$ cat src/rtl/ksa16_addsub_pipe_pkg.sv
`default_nettype none
// +----------------------------------------------------------------------------+
// | Module      : ksa16_addsub_pipe_pkg                                        |
// | Description : Shared constants, result record and flag helper for the      |
// |               16-bit add/sub pipeline wrapper.                             |
// | Revision    : 1.0                                                          |
// +----------------------------------------------------------------------------+
package ksa16_addsub_pipe_pkg;

    localparam int   c_data_w = 16;

    localparam int   c_flag_n = 3;
    localparam int   c_flag_z = 2;
    localparam int   c_flag_c = 1;
    localparam int   c_flag_v = 0;

    localparam logic c_op_add = 1'b0;
    localparam logic c_op_sub = 1'b1;

    typedef struct packed {
        logic [c_data_w-1:0] sum;
        logic [3:0]          flags;
    } result_t;

    // B is the raw operand, so subtraction overflow uses opposite-sign operands.
    function automatic logic [3:0] calc_flags(
        input logic [c_data_w-1:0] a,
        input logic [c_data_w-1:0] b,
        input logic                op,
        input logic [c_data_w-1:0] sum,
        input logic                carry
    );
        logic [3:0] f;
        f           = '0;
        f[c_flag_n] = sum[c_data_w-1];
        f[c_flag_z] = (sum == '0);
        f[c_flag_c] = carry;
        if (op == c_op_sub) begin
            f[c_flag_v] = (a[c_data_w-1] != b[c_data_w-1]) && (sum[c_data_w-1] != a[c_data_w-1]);
        end else begin
            f[c_flag_v] = (a[c_data_w-1] == b[c_data_w-1]) && (sum[c_data_w-1] != a[c_data_w-1]);
        end
        return f;
    endfunction

endpackage
`default_nettype wire

$ cat src/rtl/ksa16_result_fifo.sv
`default_nettype none
// +----------------------------------------------------------------------------+
// | Module      : ksa16_result_fifo                                            |
// | Description : DEPTH-entry in-order result FIFO with same-cycle push/pop;   |
// |               head reads zero while empty.                                 |
// | Revision    : 1.0                                                          |
// +----------------------------------------------------------------------------+
module ksa16_result_fifo
    import ksa16_addsub_pipe_pkg::*;
#(
    parameter int DEPTH = 2
) (
    input  logic    clk,
    input  logic    rst_n,
    input  logic    i_push,
    input  result_t i_push_data,
    input  logic    i_pop,
    output result_t o_head,
    output logic    o_full,
    output logic    o_empty
);

    localparam int c_ptr_w = (DEPTH > 1) ? $clog2(DEPTH) : 1;
    localparam int c_cnt_w = $clog2(DEPTH + 1);

    logic [c_ptr_w-1:0] r_wr_ptr;
    logic [c_ptr_w-1:0] r_rd_ptr;
    logic [c_cnt_w-1:0] r_count;
    result_t            r_mem [DEPTH];

    logic               w_do_push;
    logic               w_do_pop;

    assign o_empty   = (r_count == '0);
    assign o_full    = (r_count == c_cnt_w'(DEPTH));
    assign w_do_pop  = i_pop && !o_empty;
    assign w_do_push = i_push && (!o_full || w_do_pop);
    assign o_head    = o_empty ? '0 : r_mem[r_rd_ptr];

    // Power-of-two depth lets the pointers wrap naturally.
    always_ff @(posedge clk or negedge rst_n) begin
        if (!rst_n) begin
            r_wr_ptr <= '0;
            r_rd_ptr <= '0;
            r_count  <= '0;
        end else begin
            if (w_do_push) begin
                r_wr_ptr <= r_wr_ptr + c_ptr_w'(1);
            end
            if (w_do_pop) begin
                r_rd_ptr <= r_rd_ptr + c_ptr_w'(1);
            end
            case ({w_do_push, w_do_pop})
                2'b10:   r_count <= r_count + c_cnt_w'(1);
                2'b01:   r_count <= r_count - c_cnt_w'(1);
                default: r_count <= r_count;
            endcase
        end
    end

    always_ff @(posedge clk) begin
        if (w_do_push) begin
            r_mem[r_wr_ptr] <= i_push_data;
        end
    end

endmodule
`default_nettype wire

$ cat src/rtl/ksa16_addsub_pipe.sv
`default_nettype none
// +----------------------------------------------------------------------------+
// | Module      : ksa16_addsub_pipe                                            |
// | Description : Valid/ready operand stage, flag derivation and result FIFO   |
// |               around an external combinational 16-bit add/sub datapath.    |
// | Revision    : 1.0                                                          |
// +----------------------------------------------------------------------------+
module ksa16_addsub_pipe
    import ksa16_addsub_pipe_pkg::*;
#(
    parameter int DEPTH = 2,
    parameter int CNT_W = 16
) (
    input  logic             clk,
    input  logic             rst_n,
    input  logic             in_valid,
    output logic             in_ready,
    input  logic [15:0]      in_A,
    input  logic [15:0]      in_B,
    input  logic             in_op,
    output logic [15:0]      add_A,
    output logic [15:0]      add_B,
    output logic             add_Cin,
    input  logic [15:0]      add_Sum,
    input  logic             add_Carry,
    output logic             out_valid,
    input  logic             out_ready,
    output logic [15:0]      out_Sum,
    output logic [3:0]       out_flags,
    output logic [CNT_W-1:0] ops_done
);

    logic                r_s1_valid;
    logic [c_data_w-1:0] r_s1_a;
    logic [c_data_w-1:0] r_s1_b;
    logic                r_s1_op;
    logic [CNT_W-1:0]    r_ops_done;

    logic                w_pop;
    logic                w_s1_adv;
    logic                w_accept;
    logic                w_fifo_full;
    logic                w_fifo_empty;
    result_t             w_push_data;
    result_t             w_head;

    assign w_pop     = out_valid && out_ready;
    assign w_s1_adv  = r_s1_valid && (!w_fifo_full || w_pop);
    assign in_ready  = !r_s1_valid || w_s1_adv;
    assign w_accept  = in_valid && in_ready;

    assign add_A     = r_s1_a;
    assign add_B     = r_s1_b;
    assign add_Cin   = r_s1_op;

    // Operand registers only change on accept, so the adder inputs stay quiet when idle.
    always_ff @(posedge clk or negedge rst_n) begin
        if (!rst_n) begin
            r_s1_valid <= 1'b0;
            r_s1_a     <= '0;
            r_s1_b     <= '0;
            r_s1_op    <= c_op_add;
        end else if (w_accept) begin
            r_s1_valid <= 1'b1;
            r_s1_a     <= in_A;
            r_s1_b     <= in_B;
            r_s1_op    <= in_op;
        end else if (w_s1_adv) begin
            r_s1_valid <= 1'b0;
        end
    end

    always_comb begin
        w_push_data       = '0;
        w_push_data.sum   = add_Sum;
        w_push_data.flags = calc_flags(r_s1_a, r_s1_b, r_s1_op, add_Sum, add_Carry);
    end

    ksa16_result_fifo #(
        .DEPTH (DEPTH)
    ) u_fifo (
        .clk         (clk),
        .rst_n       (rst_n),
        .i_push      (w_s1_adv),
        .i_push_data (w_push_data),
        .i_pop       (w_pop),
        .o_head      (w_head),
        .o_full      (w_fifo_full),
        .o_empty     (w_fifo_empty)
    );

    assign out_valid = !w_fifo_empty;
    assign out_Sum   = w_head.sum;
    assign out_flags = w_head.flags;

    always_ff @(posedge clk or negedge rst_n) begin
        if (!rst_n) begin
            r_ops_done <= '0;
        end else if (w_pop) begin
            r_ops_done <= r_ops_done + CNT_W'(1);
        end
    end

    assign ops_done = r_ops_done;

endmodule
`default_nettype wire
$ cat config.mk
export PLATFORM = sky130hd
export DESIGN_NAME = ksa16_addsub_pipe
export DESIGN_NICKNAME = d
export VERILOG_FILES = /design/src/rtl/ksa16_addsub_pipe_pkg.sv /design/src/rtl/ksa16_result_fifo.sv /design/src/rtl/ksa16_addsub_pipe.sv
export SDC_FILE = /design/constraint.sdc
export NUM_CORES = 1
export LEC_CHECK = 0
export ABC_AREA = 0
export BUFFER_PORTS_ARGS = -buffer_cell sky130_fd_sc_hd__buf_2
export CAP_MARGIN = 15
export CORE_AREA = 2 2 94 96
export CTS_CLUSTER_DIAMETER = 200
export DETAILED_ROUTE_END_ITERATION = 8
export DIE_AREA = 0 0 96 98
export GPL_TIMING_DRIVEN = 0
export PLACE_DENSITY = 0.76
export SYNTH_ARGS = -nofsm -noshare
export SYNTH_HDL_FRONTEND = slang
export SYNTH_SLANG_ARGS = --single-unit
$ cat constraint.sdc
create_clock -name clk -period 2.1 [get_ports clk]
set_clock_uncertainty 0.1 [all_clocks]
set_input_delay 0.21 -clock clk [delete_from_list [all_inputs] [get_ports clk]]
set_output_delay 0.21 -clock clk [all_outputs]
set_load 0.03 [all_outputs]
==> metrics.cfg <==
[sta]
drv_slew=0
fin_crit_ns=1.92
max_freq_mhz=521
tightest_slew_ns=0.906
setup_tns_ns=0
slew_headroom_pct=39.6
setup_viol=0
finalCritPeriodShare_pct=91.5
final_hold_viol_count=0
rsz0062_at_grt=no

[cells_and_area]
instances_no_fill=541
n_antenna_cell=0
syn2layout_area_growth_pct=39.2
layout.nets=484
layout-drive-gt1-share_pct=40.0

[floorplanning]
chipWidth_microns=96
rows=34
io_pins=125
die_area_sq_mm=0.00941
start_util_pct=43.7
coreArea_sq_mm=0.00847
die_h_microns=98

[power_and_ir_drop]
power-per-cell-area_mw_per_mm2=1180
power_switching_share_pct=41.0
p_leak_uw=0.00235
ir_worst_vdd_v=0.000652
p_comb_share_pct=41.0
clkPwrFrac_pct=17.2
switchingPower_uw=2500
p_int_uw=3600
seqPwrFrac_pct=41.8

[placed_design]
gp_congestion=0.724
port-buffer-count=124
dp_hpwl_microns=5260
place_inst=475

[grt]
antenna_found_initial=0
grt_usage_pct=16.9
grt_max_degree=55
grt_pass1_vias=2709
overflow=0
grt_pass1_wl_microns=12400

[synth]
synth_compound_area_share_pct=0.710
synth_ff_type=dfrtp_1
syn_area_sq_mm=0.00370
synth_xor_area_share_pct=4.97
avgSynthCellArea_sq_um=15.2
synth-simple-area-share_pct=9.03
synth_warnings=0
synth_top_area_share_pct=36.5
synth_top_cell_by_area=dfrtp_1
synth_top_cells_by_count=dfrtp_1, edfxtp_1, nor2_1, mux2i_1, mux2_1
synth_fa_ha_area_share_pct=0.677
ys_seq_area_share_pct=67.4
yosys-top-cells-area=dfrtp_1, edfxtp_1, mux2_1
synth_fp_nets=299
synth_cells=243
synthMuxAreaShare_pct=15.2
synth_top_family_by_area=multiplexers
synth_edf_count=38
synth-seq-cells=92
yosysMostFrequentCell=dfrtp_1
yosys.cell_types.count=30
async_flop_share_pct=58.7

[worst_setup_path]
path_class=register to register
worstSetupStartpointType=register
slowest_delay_ns=0.76
cp_max_fo=19
required_ns=1.97
crit_family=simple AND/OR/NAND/NOR gates
crit_chain=buf_2 -> nor2_1 -> nand2_1 -> and3_1
critPathBufInv=1
crit_path_end_kind=register
cp.arrival_ns=1.79
cp_slowest_cell=and3_1

[cts]
cts_root_buf=clkbuf_8
path_clk_slew_ns=0.10
htree_levels=3
cts_tree=done
clock_path_buffers=2
cts.sinks=92
cts_made_buffers=9
clk-insertion-delay-late_ns=0.34

[flow_run]
max_cap_viol_count=0

[detailed_routing]
drt_iter0_drc=57
drt_first_pass_iters=4
wl_microns=7970
remaining_drc_errors=0
drtAntennaViolNets=0
wl_per_cell_microns=14.7
vias=2561
avgViaCountPerCell=4.73

[min_path]
hold_class=primary input to register

[outcome]
status=complete, no violations

==> area by class of cell <==
type                    instances  area (sq um)
plain buffers                   9          68.8
clock buffers                   9           124
clock inverters                 7          51.3
fillers                       662          3320
inverters                       3          11.3
multi-input cells             139          1140
flip-flops and latches         92          2490
well taps                     108           135
repair buffers                174          1120
==> power by group through the flow <==
stage | clock (uW) | combinational [uW] | sequential [uW]
floorplan | 0 | 1410 | 2880
global placement | 0 | 2390 | 2550
detailed placement | 0 | 2430 | 2580
CTS | 1090 | 2500 | 2540
global route | 1160 | 2710 | 2590
finish | 1050 | 2500 | 2550
==> path summary, 6_finish.rpt <==
check                             startpoint            endpoint  slack [ns]  depth (start not counted)
max in group asynchronous              rst_n           add_B[15]        1.10                          2
hold / removal                      in_A[13]           add_A[13]        0.03                          2
setup / recovery           u_fifo.r_count[0]  u_fifo.r_mem[1][6]        0.18                          4
hold reg to reg                 ops_done[15]        ops_done[15]        0.37                          1
setup reg to reg           u_fifo.r_count[0]  u_fifo.r_mem[1][6]        0.18                          4
min in group asynchronous              rst_n         ops_done[6]        0.35                          2
==> worst reg2reg max path, cell delays in order (launching register included) <==
cell and delay [ns]:
dfrtp_1 0.33, buf_2 0.18, nor2_1 0.09, nand2_1 0.08
and3_1 0.76
==> sequential cells by signal, indices dropped and copies added (netlist names), 2 cells and up <==
register        flops
add_B              16
add_A              16
u_fifo.r_mem       38
u_fifo.r_count      2
ops_done           16
==> through the flow <==
stage | power (uW) | hold WS (ns) | worst slack [ns] | cell area [sq um] | util, %
finish | 6100 | 0.0335 | 0.179 | 5150 | 60.8
global route | 6460 | 0.0190 | 0.0341 | 5150 | 60.8
CTS | 6130 | 0.00594 | 0.0341 | 5120 | 60.5
detailed placement | 5000 | 0.307 | 0.0570 | 4460 | 52.6
global placement | 4940 | 0.301 | -0.359 | 4450 | 52.6
floorplan | 4290 | -0.186 | 0.0658 | 3700 | -
==> layer usage <==
layer,up-vias,part of all wire (%),GRT usage (%)
met1,1224,41,20.7
met3,11,6.8,4.48
met5,-,0,0
met2,100,51,28.6
met4,0,0.93,5.93
li1,1226,-,-
==> layout by cell type (no fill, tap or decap), types with 2 or more instances in the layout <==
master | Yosys | routed
nand2b_1 | 2 | 2
mux2_2 | 16 | 16
and4_1 | 2 | 2
clkbuf_8 | 0 | 9
dfrtp_1 | 54 | 54
ha_1 | 2 | 2
nand3_1 | 3 | 3
mux2i_1 | 19 | 19
buf_2 | 3 | 126
dlygate4sd3_1 | 0 | 50
nand4_1 | 4 | 4
xor2_1 | 5 | 5
mux2_1 | 17 | 17
inv_1 | 3 | 3
xnor2_1 | 16 | 16
clkinvlp_4 | 0 | 4
edfxtp_1 | 38 | 38
nor4_4 | 2 | 2
buf_4 | 1 | 2
nor4_1 | 4 | 4
buf_6 | 3 | 3
nand2_1 | 12 | 12
nor2_1 | 26 | 24
==> cells by family after synthesis <==
logic type                 count (synthesis)
and+or+nand+nor                           61
muxes                                     52
adders and majority gates                  2
AOI/OAI and AO/OA                          3
DFF                                       92
xor gates and xnor gates                  21
buffers and inverters                     12
==> what timing repair did <==
| item | 4_1_cts | 5_1_grt |
|---|---|---|
| setup buffers | 0 | 0 |
| hold buffers | 49 | 1 |
| endpoints found under the setup margin | 1 | 30 |
| resized for setup | 1 | 6 |
| endpoints found under the hold margin | 65 | 54 |
Power figures use the tool's default switching activity.
